===== src/rtl/fb_rect_scan.sv =====
// Rectangle scan generator: latches a clamped framebuffer rectangle on start and
// emits its (x, y) coordinates in raster order, one per accepted valid/ready beat.
module fb_rect_scan #(
  parameter int FB_WIDTH  = 640,
  parameter int FB_HEIGHT = 480,
  parameter int FB_X_BITS = $clog2(FB_WIDTH),
  parameter int FB_Y_BITS = $clog2(FB_HEIGHT)
) (
  input  logic                 clk,
  input  logic                 reset_n,
  input  logic                 start,
  input  logic [FB_X_BITS-1:0] x0,
  input  logic [FB_X_BITS-1:0] x1,
  input  logic [FB_Y_BITS-1:0] y0,
  input  logic [FB_Y_BITS-1:0] y1,
  output logic                 busy,
  output logic                 valid,
  input  logic                 ready,
  output logic [FB_X_BITS-1:0] x,
  output logic [FB_Y_BITS-1:0] y,
  output logic                 line_last,
  output logic                 frame_last,
  output logic                 done
);

  // Handshake: a beat transfers on any rising edge where valid && ready. Once
  // valid is raised, x/y/line_last/frame_last hold until that transfer happens;
  // ready is a don't-care while valid is low.

  localparam logic [FB_X_BITS-1:0] X_MAX = FB_X_BITS'(FB_WIDTH - 1);
  localparam logic [FB_Y_BITS-1:0] Y_MAX = FB_Y_BITS'(FB_HEIGHT - 1);

  typedef enum logic [1:0] {
    IDLE = 2'd0,
    SCAN = 2'd1,
    DONE = 2'd2
  } state_t;

  state_t               state;
  logic [FB_X_BITS-1:0] x0_q;
  logic [FB_X_BITS-1:0] x1_q;
  logic [FB_Y_BITS-1:0] y1_q;
  logic [FB_X_BITS-1:0] x1_clamp;
  logic [FB_Y_BITS-1:0] y1_clamp;
  logic                 empty;
  logic                 xfer;

  always_comb begin
    x1_clamp = (x1 > X_MAX) ? X_MAX : x1;
    y1_clamp = (y1 > Y_MAX) ? Y_MAX : y1;
    empty    = (x0 > x1_clamp) || (y0 > y1_clamp) || (x0 > X_MAX) || (y0 > Y_MAX);
  end

  // Markers are derived from the registered coordinate, so they stall with it.
  assign line_last  = valid && (x == x1_q);
  assign frame_last = line_last && (y == y1_q);
  assign xfer       = valid && ready;

  always_ff @(posedge clk or negedge reset_n) begin
    if (!reset_n) begin
      state <= IDLE;
      busy  <= 1'b0;
      valid <= 1'b0;
      done  <= 1'b0;
      x     <= '0;
      y     <= '0;
      x0_q  <= '0;
      x1_q  <= '0;
      y1_q  <= '0;
    end else begin
      case (state)
        IDLE: begin
          done <= 1'b0;
          if (start) begin
            x0_q <= x0;
            x1_q <= x1_clamp;
            y1_q <= y1_clamp;
            if (empty) begin
              state <= DONE;
              done  <= 1'b1;
            end else begin
              x     <= x0;
              y     <= y0;
              state <= SCAN;
              valid <= 1'b1;
              busy  <= 1'b1;
            end
          end
        end
        SCAN: begin
          if (xfer) begin
            if (frame_last) begin
              state <= DONE;
              valid <= 1'b0;
              busy  <= 1'b0;
              done  <= 1'b1;
            end else if (line_last) begin
              x <= x0_q;
              y <= y + 1'b1;
            end else begin
              x <= x + 1'b1;
            end
          end
        end
        DONE: begin
          state <= IDLE;
          done  <= 1'b0;
        end
        default: begin
          state <= IDLE;
          valid <= 1'b0;
          busy  <= 1'b0;
          done  <= 1'b0;
        end
      endcase
    end
  end

endmodule


===== config.mk =====
export PLATFORM = sky130hd
export DESIGN_NAME = fb_rect_scan
export DESIGN_NICKNAME = d
export VERILOG_FILES = /design/src/rtl/fb_rect_scan.sv
export SDC_FILE = /design/constraint.sdc
export NUM_CORES = 1
export LEC_CHECK = 0
export BUFFER_PORTS_ARGS = -buffer_cell sky130_fd_sc_hd__buf_2
export CAP_MARGIN = 15
export CORE_MARGIN = 8
export CORE_UTILIZATION = 50
export CTS_CLUSTER_SIZE = 16
export DETAILED_ROUTE_END_ITERATION = 8
export GPL_ROUTABILITY_DRIVEN = 0
export PLACE_DENSITY = 0.77
export RECOVER_POWER = 50
export SLEW_MARGIN = 20
export SYNTH_ARGS = -nofsm -noshare
export SYNTH_HDL_FRONTEND = slang
export SYNTH_SLANG_ARGS = --single-unit

===== constraint.sdc =====
create_clock -name clk -period 1.9 [get_ports clk]
set_input_delay 0.095 -clock clk [delete_from_list [all_inputs] [get_ports clk]]
set_output_delay 0.095 -clock clk [all_outputs]
set_load 0.01 [all_outputs]

==> results.sh, run 1 <==
export IMPL_synthArstFlopShare_pct=100
export IMPL_pwr_share_clk_pct=33.9
export IMPL_whs_ps=75.7
export IMPL_nFillCells=367
export IMPL_critPathLaunchType="register"
export IMPL_synth_seq_cells=52
export IMPL_ios=66
export IMPL_fin_nets=587
export IMPL_yosysTopAreaCell="dfrtp_1"
export IMPL_ant_nets=0
export IMPL_holdPathEnd="x1_q[3]"
export IMPL_slew_headroom_pct=8.67
export IMPL_swShare_pct=26.7
export IMPL_wl_per_cell_um=20.8
export IMPL_p_leak_nw=2.46
export IMPL_final_cell_mix="nand2_1 (76), buf_4 (74), buf_2 (57)"
export IMPL_final_period_utilization_pct=120
export IMPL_clkTransAtPathRegs_ps=110
export IMPL_synth_edff_count=0
export IMPL_min_from="x1[3]"
export IMPL_syn2layout_area_growth_pct=51.5
export IMPL_cts_root_buf="clkbuf_8"
export IMPL_drtIter0Drc=468
export IMPL_drive_gt1_share_pct=45.1
export IMPL_violations="negative setup slack"
export IMPL_h_tree_depth=2
export IMPL_ys_seq_area_share_pct=39.7
export IMPL_syn_area_per_cell_sq_um=8.62
export IMPL_hold_path_class="in2reg"
export IMPL_die_w_um=97.0
export IMPL_max_cap_violations=0
export IMPL_synth_area_leaders="dfrtp_1 (40%), nand2_1 (9.0%), ha_1 (8.0%)"
export IMPL_num_rows=29
export IMPL_tns_ps=-6630
export IMPL_internal_power_w=0.00171
export IMPL_slew_viol_final=0
export IMPL_fp_coreArea_sq_um=6350
export IMPL_dp_hpwl_mm=7.87
export IMPL_num_vias=3687
export IMPL_r2r_slack_ps=-370
export IMPL_grt_max_degree=46
export IMPL_die_area_sq_um=9400
export IMPL_synth_main_ff_cell="dfrtp_1"
export IMPL_worst_slew_pin_transition_ps=1370
export IMPL_synth_top_area_share_pct=39.7
export IMPL_dpl_cell_area_sq_um=4250
export IMPL_chipHeight_um=97.0
export IMPL_hold_viol_final=0
export IMPL_worst_r2r_endpoint="x[0]"
export IMPL_ys_types=44
export IMPL_grt_pass1_wl_mm=18.9
export IMPL_diodes=0
export IMPL_synth_cell_area_sq_um=3280
export IMPL_worst_setup_path_type="reg2reg"
export IMPL_cts_buffers_inserted=5
export IMPL_firstDrtPassIters=5
export IMPL_cts_tree="built"
export IMPL_rsz0062_at_grt="yes"
export IMPL_clock_fmax_mhz=440
export IMPL_min_period_ps=2270
export IMPL_clock_sinks=52
export IMPL_cp_end_kind="register"
export IMPL_worst_slack_ps=-374
export IMPL_grt_pass1_vias=3577
export IMPL_portBuffers=65
export IMPL_rr_startpoint="y[1]"
export IMPL_crit_arrival_ps=2530
export IMPL_p_switching_w=0.000622
export IMPL_drt_total_wl_mm=12.5
export IMPL_critPathRequiredTime_ps=2150
export IMPL_reg2regPathDepth=9
export IMPL_drc_errors=0
export IMPL_share_comb_of_total_power_pct=18.6
export IMPL_worstHoldPathCells=3
export IMPL_clock_latency_ps=330
export IMPL_synth_nets=443
export IMPL_antenna_found_initial=0
export IMPL_ir_drop_mv=0.343
export IMPL_final_common_cell="nand2_1"
export IMPL_start_util_pct=51.6
export IMPL_stdcell_area_sq_um=4960
export IMPL_clockBufferDepth=2
export IMPL_crit_fanout=4
export IMPL_finalClockSkew_ps=17.3
export IMPL_p_seq_share_pct=47.5
export IMPL_grt_use_total_pct=24.5
export IMPL_syn_inst=380
export IMPL_gr_total_overflow=0
export IMPL_finalSetupViolCount=25
export IMPL_status="finished, violations left"
export IMPL_powerDensity_nw_per_um2=469
export IMPL_yosysWarnings=0
export IMPL_vias_per_cell=6.12
-- layer usage --
layer / vias to the layer above / track usage, % / part of all wire, %
met5: - / 0 / 0
met1: 1770 / 30.1 / 39
met4: 0 / 10.3 / 3.9
met3: 39 / 5.76 / 8.9
met2: 258 / 39.9 / 48
li1: 1620 / - / -
-- worst max-delay path: stages (launching register included) --
cell	delay (ps)
dfrtp_1	410
xor2_1	180
nor4_2	420
nand4_2	230
buf_6	180
o21ai_4	190
o21ai_4	130
buf_6	150
o211ai_2	130
o211a_1	180
-- worst max-delay path by stage --
stage               cells past startpoint    to  slack (ps)  startpoint
finish                                  9  x[0]        -370        y[1]
detailed placement                     13  x[7]        -690       y1[6]
global route                            9  x[0]        -430        y[1]
floorplan                              11  x[1]        -330       y1[6]
global placement                       11  x[1]        -600       y1[6]
CTS                                     9  x[0]        -250        y[5]
-- repair_timing --
action / CTS / global route
setup endpoints to repair: 25 / 25
endpoints found under the hold margin: 21 / 0
pin swaps: 19 / 26
gates resized for setup: 56 / 42
cloned: 2 / 0
hold buffers: 1 / 0
setup buffers: 9 / 11
-- registers in the layout (all words and copies together), names as in the netlist --
register / flops
done: 1
state: 2
valid: 1
x: 10
x0_q: 10
x1_q: 10
y: 9
y1_q: 9
-- area by class of cell --
type,count,area [sq um],area share [%]
Clock inverter,2,35.0,0.706
Sequential cell,52,1300,26.2
Inverter,17,63.8,1.29
Clock buffer,6,72.6,1.46
Multi-Input combinational cell,293,2260,45.5
Timing Repair Buffer,155,1140,22.9
Tap cell,77,96.3,1.94
-- synthesized netlist by cell type, types with 8 or more instances --
library cell  count
xor2_1            9
a31oi_1          11
dfrtp_1          52
nand3_1           9
clkbuf_1         10
a21oi_1          19
o21ai_0          30
o211ai_1          8
inv_1            17
xnor2_1          17
nor2_1           32
ha_1             21
nand2_1          79
nand4_1          10
-- power groups by stage --
| stage | registers (W) | clock network, W | logic (W) |
|---|---|---|---|
| 6_report | 0.00111 | 0.000789 | 0.000434 |
| 5_1_grt | 0.00111 | 0.000822 | 0.000459 |
| 4_1_cts | 0.00111 | 0.000771 | 0.000358 |
| 3_5_place_dp | 0.00113 | 0 | 0.000297 |
| 3_3_place_gp | 0.00113 | 0 | 0.000284 |
| 2_1_floorplan | 0.00113 | 0 | 0.000108 |
-- logic make-up after synthesis --
family / synth area share (%)
fa+ha+maj: 8.02
compound gates: 17.1
mux: 1.45
simple gates: 21.0
xor+xnor: 7.45
buf+inv: 5.31
flops: 39.7
-- per-stage QoR --
| stage | instances | power [W] | worst slack [ps] | util (%) |
|---|---|---|---|---|
| final | 602 | 0.00233 | -374 | 78.2 |
| after global routing | 602 | 0.00239 | -430 | 78.2 |
| after CTS | 595 | 0.00223 | -248 | 75.1 |
| after detailed placement | 577 | 0.00143 | -694 | 66.9 |
| after global placement | 577 | 0.00141 | -604 | 66.9 |
| after floorplan | 380 | 0.00124 | -328 | - |
No activity file was read; power rests on OpenSTA's default activity.
==> inputs of run 2 (changes only) <==
- ABC_AREA: default -> 1
- PLACE_DENSITY: 0.77 -> 0.76
==> run 2 against run 1 <==
Compared with the run above: the run now ends clean; routed wire length decreased by 18%; non-clock buffer count down 40; highest routed layer unchanged; final cell count is 25% higher; critical path depth stayed put; largest cell class unchanged; global-route usage down 4.7 points; clock power decreased by 13%; critical path type unchanged; via count grew 3.1%; combinational power grew to 7.6 times the previous value; flip-flop and latch count unchanged; power increased to 2.6 times the previous value; critical endpoint is now y[8]; first-iteration DRC count decreased by 47%; worst setup slack improved by 480 ps.
==> results.sh, run 2 <==
export IMPL_max_cap_violations=0
export IMPL_vias_per_cell=5.07
export IMPL_drc_errors=0
export IMPL_grt_pass1_vias=3566
export IMPL_portBuffers=65
export IMPL_gr_total_overflow=0
export IMPL_ys_seq_area_share_pct=35.2
export IMPL_crit_fanout=10
export IMPL_r2r_slack_ps=100
export IMPL_synthArstFlopShare_pct=100
export IMPL_crit_family="simple AND/OR/NAND/NOR gates"
export IMPL_firstDrtPassIters=5
export IMPL_drive_gt1_share_pct=26.9
export IMPL_p_switching_w=0.00281
export IMPL_critPathLaunchType="register"
export IMPL_clkTransAtPathRegs_ps=90
export IMPL_share_comb_of_total_power_pct=53.9
export IMPL_internal_power_w=0.00330
export IMPL_grt_max_degree=46
export IMPL_num_rows=31
export IMPL_finalSetupViolCount=0
export IMPL_clock_sinks=52
export IMPL_cp_endpoint="y[8]"
export IMPL_syn_inst=542
export IMPL_ys_types=29
export IMPL_chipHeight_um=102
export IMPL_reg2regPathDepth=9
export IMPL_syn_area_per_cell_sq_um=6.81
export IMPL_path_depth=9
export IMPL_drtIter0Drc=248
export IMPL_cp_slowest_cell="dfrtp_1"
export IMPL_ir_drop_mv=0.459
export IMPL_hold_viol_final=0
export IMPL_synth_main_ff_cell="dfrtp_1"
export IMPL_slew_viol_final=0
export IMPL_worst_slew_pin_transition_ps=696
export IMPL_synth_nets=605
export IMPL_die_w_um=102
export IMPL_synth_cell_area_sq_um=3690
export IMPL_drt_total_wl_mm=10.3
export IMPL_worst_setup_path_type="reg2reg"
export IMPL_multi_input_area_sq_um=2170
export IMPL_fin_nets=714
export IMPL_dp_hpwl_mm=8.06
export IMPL_hold_path_class="in2reg"
export IMPL_critPathMaxStageDelay_ps=420
export IMPL_yosysWarnings=0
export IMPL_fp_coreArea_sq_um=7210
export IMPL_synth_edff_count=0
export IMPL_clockBufferDepth=2
export IMPL_finalClockSkew_ps=10.5
export IMPL_cts_root_buf="clkbuf_8"
export IMPL_swShare_pct=46.0
export IMPL_cp_end_kind="register"
export IMPL_num_vias=3802
export IMPL_crit_buf_inv=1
export IMPL_h_tree_depth=2
export IMPL_final_period_utilization_pct=94.6
export IMPL_p_leak_nw=2.64
export IMPL_synth_common_cells="nand2_1 (214), inv_1 (60), dfrtp_1 (52), nand3_1 (42), nor2_1 (33)"
export IMPL_grt_use_total_pct=19.8
export IMPL_min_period_ps=1800
export IMPL_synth_seq_cells=52
export IMPL_slew_headroom_pct=53.6
export IMPL_die_area_sq_um=10400
export IMPL_synth_top_area_share_pct=35.2
export IMPL_fin_cells=750
export IMPL_p_seq_share_pct=34.9
export IMPL_cts_tree="built"
export IMPL_syn2layout_area_growth_pct=27.2
export IMPL_crit_start="x1_q[2]"
export IMPL_nFillCells=637
export IMPL_crit_top_cell="nand2_1"
export IMPL_regArea_sq_um=1310
export IMPL_reg_top3="x0_q x10, x1_q x10, x x10"
export IMPL_critPathRequiredTime_ps=2100
export IMPL_worst_slack_ps=102
export IMPL_yosysTopAreaCell="dfrtp_1"
export IMPL_worstHoldPathCells=3
export IMPL_placed_cells=737
export IMPL_diodes=0
export IMPL_status="finished, final reports clean"
export IMPL_clock_latency_ps=310
export IMPL_ios=66
export IMPL_pwr_share_clk_pct=11.2
export IMPL_powerDensity_nw_per_um2=1300
export IMPL_clock_fmax_mhz=556
export IMPL_ant_nets=0
export IMPL_cts_buffers_inserted=5
export IMPL_rr_startpoint="x1_q[2]"
export IMPL_antenna_found_initial=0
export IMPL_crit_arrival_ps=2000
export IMPL_place_ws_ps=-239
export IMPL_synth_area_leaders="dfrtp_1 (35%), nand2_1 (22%), ha_1 (7.1%)"
export IMPL_worst_r2r_endpoint="y[8]"
export IMPL_wl_per_cell_um=13.8
export IMPL_whs_ps=32.0
export IMPL_final_common_cell="nand2_1"
export IMPL_cp_cell_sequence="xnor2_1 > nand3_2 > nor3_4 > nand2_1 > nand2_2 > nand2_4 > clkbuf_16 > nand3_1 > nand2_1"
export IMPL_final_cell_mix="nand2_1 (209), buf_2 (62), inv_1 (56)"
export IMPL_synth_most_common_cell="nand2_1"
export IMPL_grt_pass1_wl_mm=16.6
export IMPL_start_util_pct=51.2
==> run 2: cell count changes in the layout (fill, tap and decap cells not counted), moves of 10 or more <==
| cell | previous run | this run |
|---|---|---|
| buf_6 | 15 | 1 |
| a31oi_1 | 10 | 0 |
| xnor2_1 | 17 | 6 |
| a21oi_2 | 13 | 1 |
| inv_1 | 15 | 56 |
| buf_4 | 74 | 44 |
| nand3_1 | 9 | 40 |
| nand2_1 | 76 | 209 |
| nand2_2 | 2 | 16 |
==> run 2: cell families after synthesis <==
family	share of synthesized area [%]
AND/OR/NAND/NOR	38.6
buffers and inverters	8.64
flip-flops	35.2
AO/OA/AOI/OAI	5.93
adder cells (fa/ha/maj)	7.11
XOR/XNOR	4.51
==> run 2: routing by layer <==
metal  share of wire (%)  track usage [%]  vias up
li1                    -                -     1913
met4                 1.6             5.42        0
met5                   0                0        -
met2                  45             30.5      135
met1                  48             28.3     1738
met3                 6.1             2.59       16
==> run 2: worst min-delay path by stage <==
stage             from      end  slack [ps]
2_1_floorplan  reset_n     done        -200
3_3_place_gp   reset_n  y1_q[1]         150
3_5_place_dp   reset_n  y1_q[4]         160
4_1_cts          x0[5]  x0_q[5]          30
5_1_grt          x0[3]  x0_q[3]          40
6_report         x0[3]  x0_q[3]          30
==> run 2: what timing repair did <==
item / CTS / global route
setup endpoints to repair: 0 / 21
hold buffers: 1 / 0
endpoints found under the hold margin: 25 / 0
setup buffers: 0 / 2
gates resized for setup: 0 / 30
==> run 2: through the flow <==
stage	total power, W	area (sq um)	setup TNS (ps)	utilization [%]
2_1_floorplan	0.00411	3700	0	-
3_3_place_gp	0.00514	4440	-2490	61.6
3_5_place_dp	0.00525	4440	-3990	61.6
4_1_cts	0.00594	4550	0	63.0
5_1_grt	0.00664	4700	-112	65.1
6_report	0.00610	4700	0	65.1
==> run 2: layout make-up <==
| class | instances | area share [%] |
|---|---|---|
| Sequential cell | 52 | 27.8 |
| Inverter | 67 | 5.35 |
| Multi-Input combinational cell | 410 | 46.2 |
| Tap cell | 99 | 2.64 |
| Clock buffer | 7 | 2.05 |
| Timing Repair Buffer | 115 | 15.9 |
==> run 2: power groups by stage <==
stage          sequential (W)  combinational [W]  clock (W)
5_1_grt               0.00219            0.00371   0.000744
3_5_place_dp          0.00211            0.00314          0
6_report              0.00213            0.00329   0.000686
2_1_floorplan         0.00216            0.00196          0
3_3_place_gp          0.00209            0.00305          0
4_1_cts               0.00209            0.00316   0.000692
==> run 2: worst min-delay path: stages <==
cell,delay (ps)
buf_2,120
nand2_1,50
nand2_1,50
